===== config.mk =====
export PLATFORM = sky130hd
export DESIGN_NAME = twos_neg_arbiter
export DESIGN_NICKNAME = d
export VERILOG_FILES = /design/src/rtl/twos_neg_arbiter.sv
export SDC_FILE = /design/constraint.sdc
export NUM_CORES = 1
export LEC_CHECK = 0
export ABC_AREA = 1
export CORE_AREA = 2 2 59 61
export CTS_CLUSTER_DIAMETER = 50
export DETAILED_ROUTE_END_ITERATION = 8
export DIE_AREA = 0 0 61 63
export PLACE_DENSITY = 0.89
export SETUP_SLACK_MARGIN = 0.2
export SLEW_MARGIN = 20
export SYNTH_ARGS = -nofsm -noshare
export SYNTH_HDL_FRONTEND = slang
export SYNTH_SLANG_ARGS = --single-unit

===== constraint.sdc =====
create_clock -name clk -period 4.4 [get_ports clk]
set_clock_uncertainty 0.05 [all_clocks]
set_input_delay 0.66 -clock clk [delete_from_list [all_inputs] [get_ports clk]]
set_output_delay 0.66 -clock clk [all_outputs]
set_load 0.05 [all_outputs]

===== src/rtl/twos_neg_arbiter.sv =====
// Four-requester round-robin arbiter that returns the two's complement of the granted operand.
// Optional overflow flag output enabled by defining TWOS_NEG_ARBITER_OVF_EN.
module twos_neg_arbiter #(
    parameter int unsigned WIDTH = 8
) (
    input  logic               clk,
    input  logic               rst,
    input  logic [3:0]         req,
    input  logic [4*WIDTH-1:0] a,
    output logic [3:0]         gnt,
    output logic [WIDTH-1:0]   y,
    output logic [1:0]         y_id,
    output logic               y_valid,
    input  logic               y_ready,
    output logic               busy
`ifdef TWOS_NEG_ARBITER_OVF_EN
    ,
    output logic               ovf
`endif
);

    typedef enum logic {
        IDLE = 1'b0,
        RESP = 1'b1
    } state_t;

    localparam logic [WIDTH-1:0] MOST_NEG = {1'b1, {(WIDTH-1){1'b0}}};

    state_t           state;
    state_t           state_nxt;
    logic [1:0]       last;
    logic [1:0]       win;
    logic             win_found;
    logic             take;
    logic             done;
    logic [WIDTH-1:0] opnd [4];
    logic [WIDTH-1:0] sel;

    always_comb begin
        for (int unsigned i = 0; i < 4; i++) begin
            opnd[i] = a[i*WIDTH +: WIDTH];
        end
    end

    // Scan from last+1 upward; the previous winner is considered last.
    always_comb begin : rr_pick
        logic [1:0] idx;
        idx       = last;
        win       = last;
        win_found = 1'b0;
        for (int unsigned k = 1; k <= 4; k++) begin
            idx = last + 2'(k);
            if (!win_found && req[idx]) begin
                win       = idx;
                win_found = 1'b1;
            end
        end
    end

    assign sel = opnd[win];

    always_ff @(posedge clk) begin
        if (rst) begin
            state <= IDLE;
        end else begin
            state <= state_nxt;
        end
    end

    always_comb begin
        state_nxt = state;
        case (state)
            IDLE:    if (|req)   state_nxt = RESP;
            RESP:    if (y_ready) state_nxt = IDLE;
            default: state_nxt = IDLE;
        endcase
    end

    always_comb begin
        busy = (state != IDLE);
        take = (state == IDLE) && win_found;
        done = (state == RESP) && y_ready;
    end

    // Result registers; the handshake only clears y_valid so y/y_id keep their last value.
    always_ff @(posedge clk) begin
        if (rst) begin
            gnt     <= '0;
            y       <= '0;
            y_id    <= '0;
            y_valid <= 1'b0;
            last    <= 2'd3;
        end else begin
            gnt <= '0;
            if (take) begin
                gnt     <= 4'b0001 << win;
                y       <= ~sel + WIDTH'(1);
                y_id    <= win;
                y_valid <= 1'b1;
            end else if (done) begin
                y_valid <= 1'b0;
                last    <= y_id;
            end
        end
    end

`ifdef TWOS_NEG_ARBITER_OVF_EN
    always_ff @(posedge clk) begin
        if (rst) begin
            ovf <= 1'b0;
        end else if (take) begin
            ovf <= (sel == MOST_NEG);
        end
    end
`endif

endmodule


==> results of run 1 <==
## worst max-delay path by stage
stage,end,start,cells past startpoint
global route,y[6],req[1],17
detailed placement,y[6],req[1],17
CTS,y[6],req[1],17
floorplan,y[6],req[2],20
finish,y[6],req[1],17
global placement,y[6],req[1],17
## area by class of cell
class                           count  area [um^2]
Tap cell                           46         57.6
Inverter                           28          115
Clock buffer                        4         36.3
Timing Repair Buffer               54          541
Fill cell                         301         1210
Multi-Input combinational cell    173          915
Sequential cell                    18          360
## cells in the mapped netlist (2+ instances only)
master / count / area share, %
nor3_1: 2 / 0.68
nand3_2: 5 / 3.4
inv_2: 2 / 0.51
nand2_1: 70 / 18
o211ai_1: 2 / 1.0
nand3b_1: 2 / 1.0
buf_6: 7 / 5.4
nand2_4: 7 / 5.4
dfxtp_1: 18 / 25
a21oi_1: 2 / 0.68
o21ai_1: 2 / 0.68
a31oi_1: 2 / 0.85
nand2_2: 25 / 11
nor2_1: 8 / 2.0
nor2_4: 2 / 1.5
o21ai_0: 5 / 1.7
inv_1: 24 / 6.1
nand4_1: 2 / 0.85
nand3_1: 32 / 11
## cell usage in the layout, fill, tap and decap left out, types with 3 or more instances in the layout
cell type / count
clkbuf_4: 3
clkdlybuf4s50_1: 54
dfxtp_1: 18
inv_1: 24
nand2_1: 70
nand2_2: 25
nand2_4: 7
nand3_1: 32
nand3_2: 5
nor2_1: 8
o21ai_0: 5
## flip-flops by register name, indices dropped and copies added, names as in the netlist
signal / count
y_valid: 1
gnt: 4
y_id: 2
last: 2
busy: 1
y: 8
## per-layer routing
layer | GRT usage, % | part of all wire [%]
met5 | 0 | 0
met4 | 4.62 | 0.82
met3 | 1.24 | 5.8
met2 | 30.9 | 46
met1 | 27.1 | 47
## worst max-delay path: stages
cell	delay, ns
clkdlybuf4s50_1	0.55
nand2_1	0.07
nand3_1	0.15
nand2_2	0.10
nand2_4	0.11
nand3_2	0.22
nand2_2	0.24
nand2_1	0.07
nand2_1	0.08
nand2_1	0.05
nand2_1	0.11
ha_1	0.18
nand2_1	0.09
o21ai_1	0.19
nand2_1	0.08
nand2_1	0.07
nand2_1	0.04
## report_power, final
| group | total, W | internal (W) | switching [W] |
|---|---|---|---|
| clock network | 0.0000991 | 0.0000504 | 0.0000488 |
| registers | 0.000210 | 0.000192 | 0.0000180 |
| logic | 0.000480 | 0.000168 | 0.000312 |
## metrics by stage
stage	setup slack, ns	utilization, %
after floorplan	2.19	-
after global placement	1.34	61.5
after detailed placement	1.20	61.5
after CTS	1.50	62.6
after global routing	1.22	62.6
final	1.48	62.6
## cell families after synthesis
| logic type | Yosys count | share of synthesized area (%) |
|---|---|---|
| adders and majority gates | 1 | 0.852 |
| and+or+nand+nor | 155 | 54.3 |
| buffers and inverters | 35 | 13.2 |
| DFF | 18 | 24.5 |
| AOI/OAI and AO/OA | 17 | 7.07 |
==> results.txt, run 1 <==
The detail route stage leaves a number of antenna-violating nets equal to 0. The H-tree depth reported by CTS is 1. The number of cells produced by synthesis came out at 226. The cell count of the worst hold path came out at 2. In this run the cell area measured after placement is 1990 um^2. TritonCTS built the clock tree. The HPWL reported at the end of detailed placement is 2860 um. Row generation in the floorplan step produced 21 rows.

The data required time at the worst endpoint came out at 4.55 ns. The worst setup path is captured at a flop. The smallest hold slack came out at 0.410 ns. The combined area of all synthesized cells is 1470 um^2. The count of flip-flops with a built-in enable after synthesis came out at 0. The number of cells in the finished layout apart from fillers came out at 323. The count of inserted antenna diode cells came out at 0. Data on the critical path arrives at its endpoint at 3.07 ns. For this design the ratio of total power to cell area is 390 nW/um^2. The path with the worst hold slack has its endpoint at y[5]. The via count of the routed design is 1,584.

Summing internal, switching and leakage power gives 0.000789 W. The effective utilization at floorplan came out at 45.5%. The final-layout setup total negative slack is 0 ns. The number of antenna violations at the first check in global routing is 0. The time the final worst path needs with I/O delays and setup is 2.92 ns. For this run, the number of Yosys warnings is 0. The path class of the tightest hold or removal check is flop to flop. The number of maximum-capacitance violations is 0. The detail-routed via count per cell is 4.90. The highest attainable clock frequency came out at 342 MHz. The pin count of the biggest net entering global routing came out at 13.

The run finished with clean final reports. The cell count after placement came out at 319. The full die area came out at 3840 um^2. The post-synthesis sequential area ratio came out at 24.5%. The DRC violation count after routing came out at 0. The layout-stage area growth over the synthesis result came out at 37.8%.

After detailed routing, the total wire length is 3520 um. The core region is 3230 um^2. The number of buffers added by the clock tree synthesis step came out at 3.

At the later pin of the worst-skew pair, clock insertion delay measures 0.28 ns. Along the worst path, the maximum fanout reaches 12. At the pin with the least slew margin, the transition time is 0.593 ns.

The number of buffers between clock root and the deepest sink came out at 2. The mean routed wirelength per cell came out at 10.9 um. The floorplan step set the die width to 61 um. The number of ports placed on the die boundary came out at 55. Setup repair after global routing left no endpoint under its margin. The clock sink count is 18. The fraction of layout instances using a drive strength above 1 came out at 17.0%.

The count of input and output buffers came out at 54. The congestion estimate from routability-driven global placement came to 0.916. The worst slew slack as a fraction of its limit came out at 60.3%. The worst setup path is launched from an input port. The summed area of non-filler cells in the final layout is 2020 um^2. The count of instances resized after the clock tree is built is 0. After clock tree synthesis, the clock-pin slew on the worst setup and hold paths is 0.10 ns.

The number of failing hold endpoints at the final stage came to 0. The number of optimization iterations in the first detailed-route pass came out at 4. The startpoint identified for the worst register-to-register timing path is last[0]. For the worst flop-to-flop path, the logic depth is 18. The wire length of the first global-routing pass is 5890 um. For this design, the CTS-stage hold fixing added 0 buffers. The path type of the worst setup path is input port to flop.

The DRC marker count from the first detailed-route iteration is 77. In the synthesized netlist the dominant register cell turns out to be dfxtp_1. The worst-case register-to-register setup slack came out at 1.64 ns. The number of pins exceeding their max-slew limit in the final report is 0.

The fraction of the cycle the final worst path needs came out at 66.4%. The static leakage is 0.997 nW. Of all flip-flops after synthesis, the portion carrying an async set or reset was 0%. The total setup buffers inserted after CTS came out at 0. In this run, synthesis produced a sequential element count of 18. The worst hold path startpoint is y[5].

The number of failing setup endpoints in the final timing report is 0. The count of different cell masters after synthesis is 26. The endpoint of the most critical register-to-register path is y[6]. The cell sitting at the root of the clock tree is a clkbuf_4. The number of nets in the final layout came out at 318. In this run the mean area of a mapped cell was 6.50 um^2. The number of global-route vias before repair is 1,407. The total grt overflow came out at 0. The die is 63 um tall.

The net count after synthesis came out at 266. The global routing usage summed across all routing layers is 19.1%. The maximum vdd drop is 0.144 mV.
No activity file was read; power rests on OpenSTA's default activity.
==> run 2: changes to the inputs <==
--- a/config.mk
+++ b/config.mk
@@ -6,11 +6,11 @@
 export NUM_CORES = 1
 export LEC_CHECK = 0
 export ABC_AREA = 1
-export CORE_AREA = 2 2 59 61
+export CORE_AREA = 2 2 61 63
 export CTS_CLUSTER_DIAMETER = 50
 export DETAILED_ROUTE_END_ITERATION = 8
-export DIE_AREA = 0 0 61 63
-export PLACE_DENSITY = 0.89
+export DIE_AREA = 0 0 63 65
+export PLACE_DENSITY = 0.84
 export SETUP_SLACK_MARGIN = 0.2
 export SLEW_MARGIN = 20
 export SYNTH_ARGS = -nofsm -noshare
==> constraint.sdc (replaced) <==
create_clock -name clk -period 2.7 [get_ports clk]
set_clock_uncertainty 0.05 [all_clocks]
set_input_delay 0.405 -clock clk [delete_from_list [all_inputs] [get_ports clk]]
set_output_delay 0.405 -clock clk [all_outputs]
set_load 0.05 [all_outputs]
==> results.txt, run 2 (synthesis results as in run 1) <==
Internal power comes to 0.000717 W. The pin count of the biggest net entering global routing came out at 12. The cell with the biggest individual delay on the critical path is dfxtp_1. The effective utilization at floorplan came out at 42.0%. The number of optimization iterations in the first detailed-route pass is 4. In this design, the stage delay of the slowest critical-path cell is 0.43 ns.

The fraction of the cycle the final worst path needs came out at 83.8%. The worst-margin pin slew is 0.556 ns. The tightest min-delay check is of the flop to flop type. In this run the vertical extent of the chip is 65 um.

The number of ports placed on the die boundary is 55. In the final timing run, aggregate negative setup slack is 0 ns. The total cell area at the placement stage came out at 2080 um^2.

In the final layout, the multi-input gates occupy 945 um^2. The master cell of the clock root buffer is clkbuf_4. The mean routed wirelength per cell is 11.1 um. The clock network power share came out at 12.0%. The largest registers in the layout are y x8, gnt x4. The number of pins exceeding their max-slew limit in the final report is 0. The worst slew slack as a fraction of its limit is 62.8%. The count of nets left with antenna violations once routing finished came out at 0.

Along the worst path, the maximum fanout reaches 6. The floorplan has 22 rows. Walking the worst path, the cells encountered are inv_2 -> nand2_1 -> nand2_2 -> nand2_2 -> nand2_2 -> inv_4 -> nand3_2 -> nand2_4 -> nand2_1 -> nand2_1 -> nand2_1 -> nand2_1 -> ha_2 -> nand2_1 -> o21ai_2 -> nand2_1 -> nand2_1 -> nand2_1. The power density relative to cell area is 627 nW/um^2. The element type at the critical path end is a flop. The layout has 329 filler cells. Setup violations remaining at the end of the flow were counted as 0. The number of failing hold endpoints at the final stage came out at 0.

Of the total power, registers draw 25.2%. STA classifies the critical path startpoint as a flop. The detail-routed via count per cell is 4.81.

The register with the most flip-flops in the layout has 8 of them. The power consumption is 0.00136 W. The flow ran to the end, and the final reports show no timing, DRC or antenna violations.

The static leakage came out at 1.09 nW. TritonCTS built the clock tree. Setup repair after global routing left no endpoint under its margin.

The net switching power came out at 0.000639 W. The time the final worst path needs with I/O delays and setup came out at 2.26 ns. The number of buffers between clock root and the deepest sink is 2. The register area is 364 um^2.

The commonest non-fill, non-tap cell in the layout is nand2_1. The H-tree depth reported by CTS is 1. The global routing usage summed across all routing layers is 19.6%. The critical path contains buffers and inverters numbering 2 combined. The critical path is of the flop to flop type. Ranked by flip-flop count, first place goes to y.

The cell occurring most often along the worst timing path is nand2_1. The worst-case register-to-register setup slack is 0.44 ns. The horizontal extent of the die came out at 63 um. For this run, design rule violations remaining after detail routing come to 0.

The count of inserted antenna diode cells came out at 0. The routed wire length is 3750 um. The source-to-sink clock delay at the later pin of the worst-skew pair came out at 0.29 ns. Clock tree synthesis inserted a total of 3 buffers. The number of global-route vias before repair was 1,640. Clock-pin slew was measured on the worst setup and hold paths at 0.10 ns. Detailed placement ended at an HPWL of 3040 um. The layout-stage area growth over the synthesis result is 47.1%. The number of antenna violations at the first check in global routing is 0.

The count of input and output buffers came out at 54. The routed layout has 1,621 vias. Leaving out fill and tap cells, the most frequent cells in the layout are 68 x nand2_1, 50 x clkdlybuf4s50_1, 31 x nand3_1.

The logic gate share of total power is 62.8%. Global routing finished with a remaining overflow of 0. In this design, the largest share of critical-path delay is due to simple AND/OR/NAND/NOR gates. The data required time at the worst endpoint is 2.84 ns. For this run, the top clock speed supported by timing is 442 MHz. The critical path arrival came out at 2.41 ns.

The fraction of power spent switching nets came out at 47.1%. For this block, the initial DRC count from the detailed router was 102. The clock sink count came out at 18. The routability congestion estimate from global placement came out at 0.897.

The number of nets in the final layout came out at 330. The first global-routing pass estimated 6690 um of wire. The fraction of layout instances using a drive strength above 1 came out at 22.8%. The worst-case IR drop observed on VDD is 0.260 mV. The region available for standard cell placement spans 3500 um^2. Max-cap violations in this run came to 0. The full die area came out at 4100 um^2. The summed area of non-filler cells in the final layout is 2160 um^2.
[run 2: cell types whose count changed in the layout (fill, tap and decap cells not counted), sizes merged]
cell and delta:
buf +12, clkdlybuf4s50 -4, dlymetal6s2s +4
[run 2: stage by stage]
step	hold slack [ns]	utilization (%)	std cells	setup WS, ns
2_1_floorplan	0.427	-	226	0.669
3_3_place_gp	0.393	59.5	333	0.0919
3_5_place_dp	0.395	59.5	333	0.00465
4_1_cts	0.413	60.6	337	0.291
5_1_grt	0.443	61.8	337	0.215
6_report	0.407	61.8	337	0.436
[run 2: power groups by stage]
| stage | sequential (W) | combinational [W] | clock, W |
|---|---|---|---|
| 2_1_floorplan | 0.000496 | 0.000443 | 0 |
| 4_1_cts | 0.000341 | 0.000835 | 0.000165 |
| 5_1_grt | 0.000349 | 0.000930 | 0.000176 |
| 3_5_place_dp | 0.000347 | 0.000833 | 0 |
| 6_report | 0.000341 | 0.000852 | 0.000163 |
| 3_3_place_gp | 0.000348 | 0.000814 | 0 |
[run 2: final cells by class]
| type | count | area share (%) |
|---|---|---|
| Inverter | 28 | 5.33 |
| Timing Repair Buffer | 66 | 29.6 |
| Sequential cell | 18 | 16.9 |
| Multi-Input combinational cell | 173 | 43.7 |
| Tap cell | 48 | 2.78 |
| Clock buffer | 4 | 1.68 |
[run 2: final timing paths]
kind | startpoint | to | cells past startpoint
worst min-delay path | y[5] | y[5] | 2
worst max-delay path | last[1] | y[6] | 18
worst min register to register | y[5] | y[5] | 2
worst max register to register | last[1] | y[6] | 18
[run 2: what timing repair did]
action,4_1_cts,5_1_grt
buffers inserted,0,0
hold buffers,0,0
setup endpoints to repair,0,6
resized for setup,0,14
[run 2: metal layers]
layer	vias up	global-route usage [%]	wire length (um)
li1	843	-	-
met1	725	25.1	1800
met2	53	33.9	1790
met3	0	2.26	163
met4	0	7.22	0
met5	-	0	0
[run 2: worst min-delay path, stage by stage (launching register included)]
cell and delay (ns):
dfxtp_1 0.32, nand2_1 0.06, nand2_1 0.04
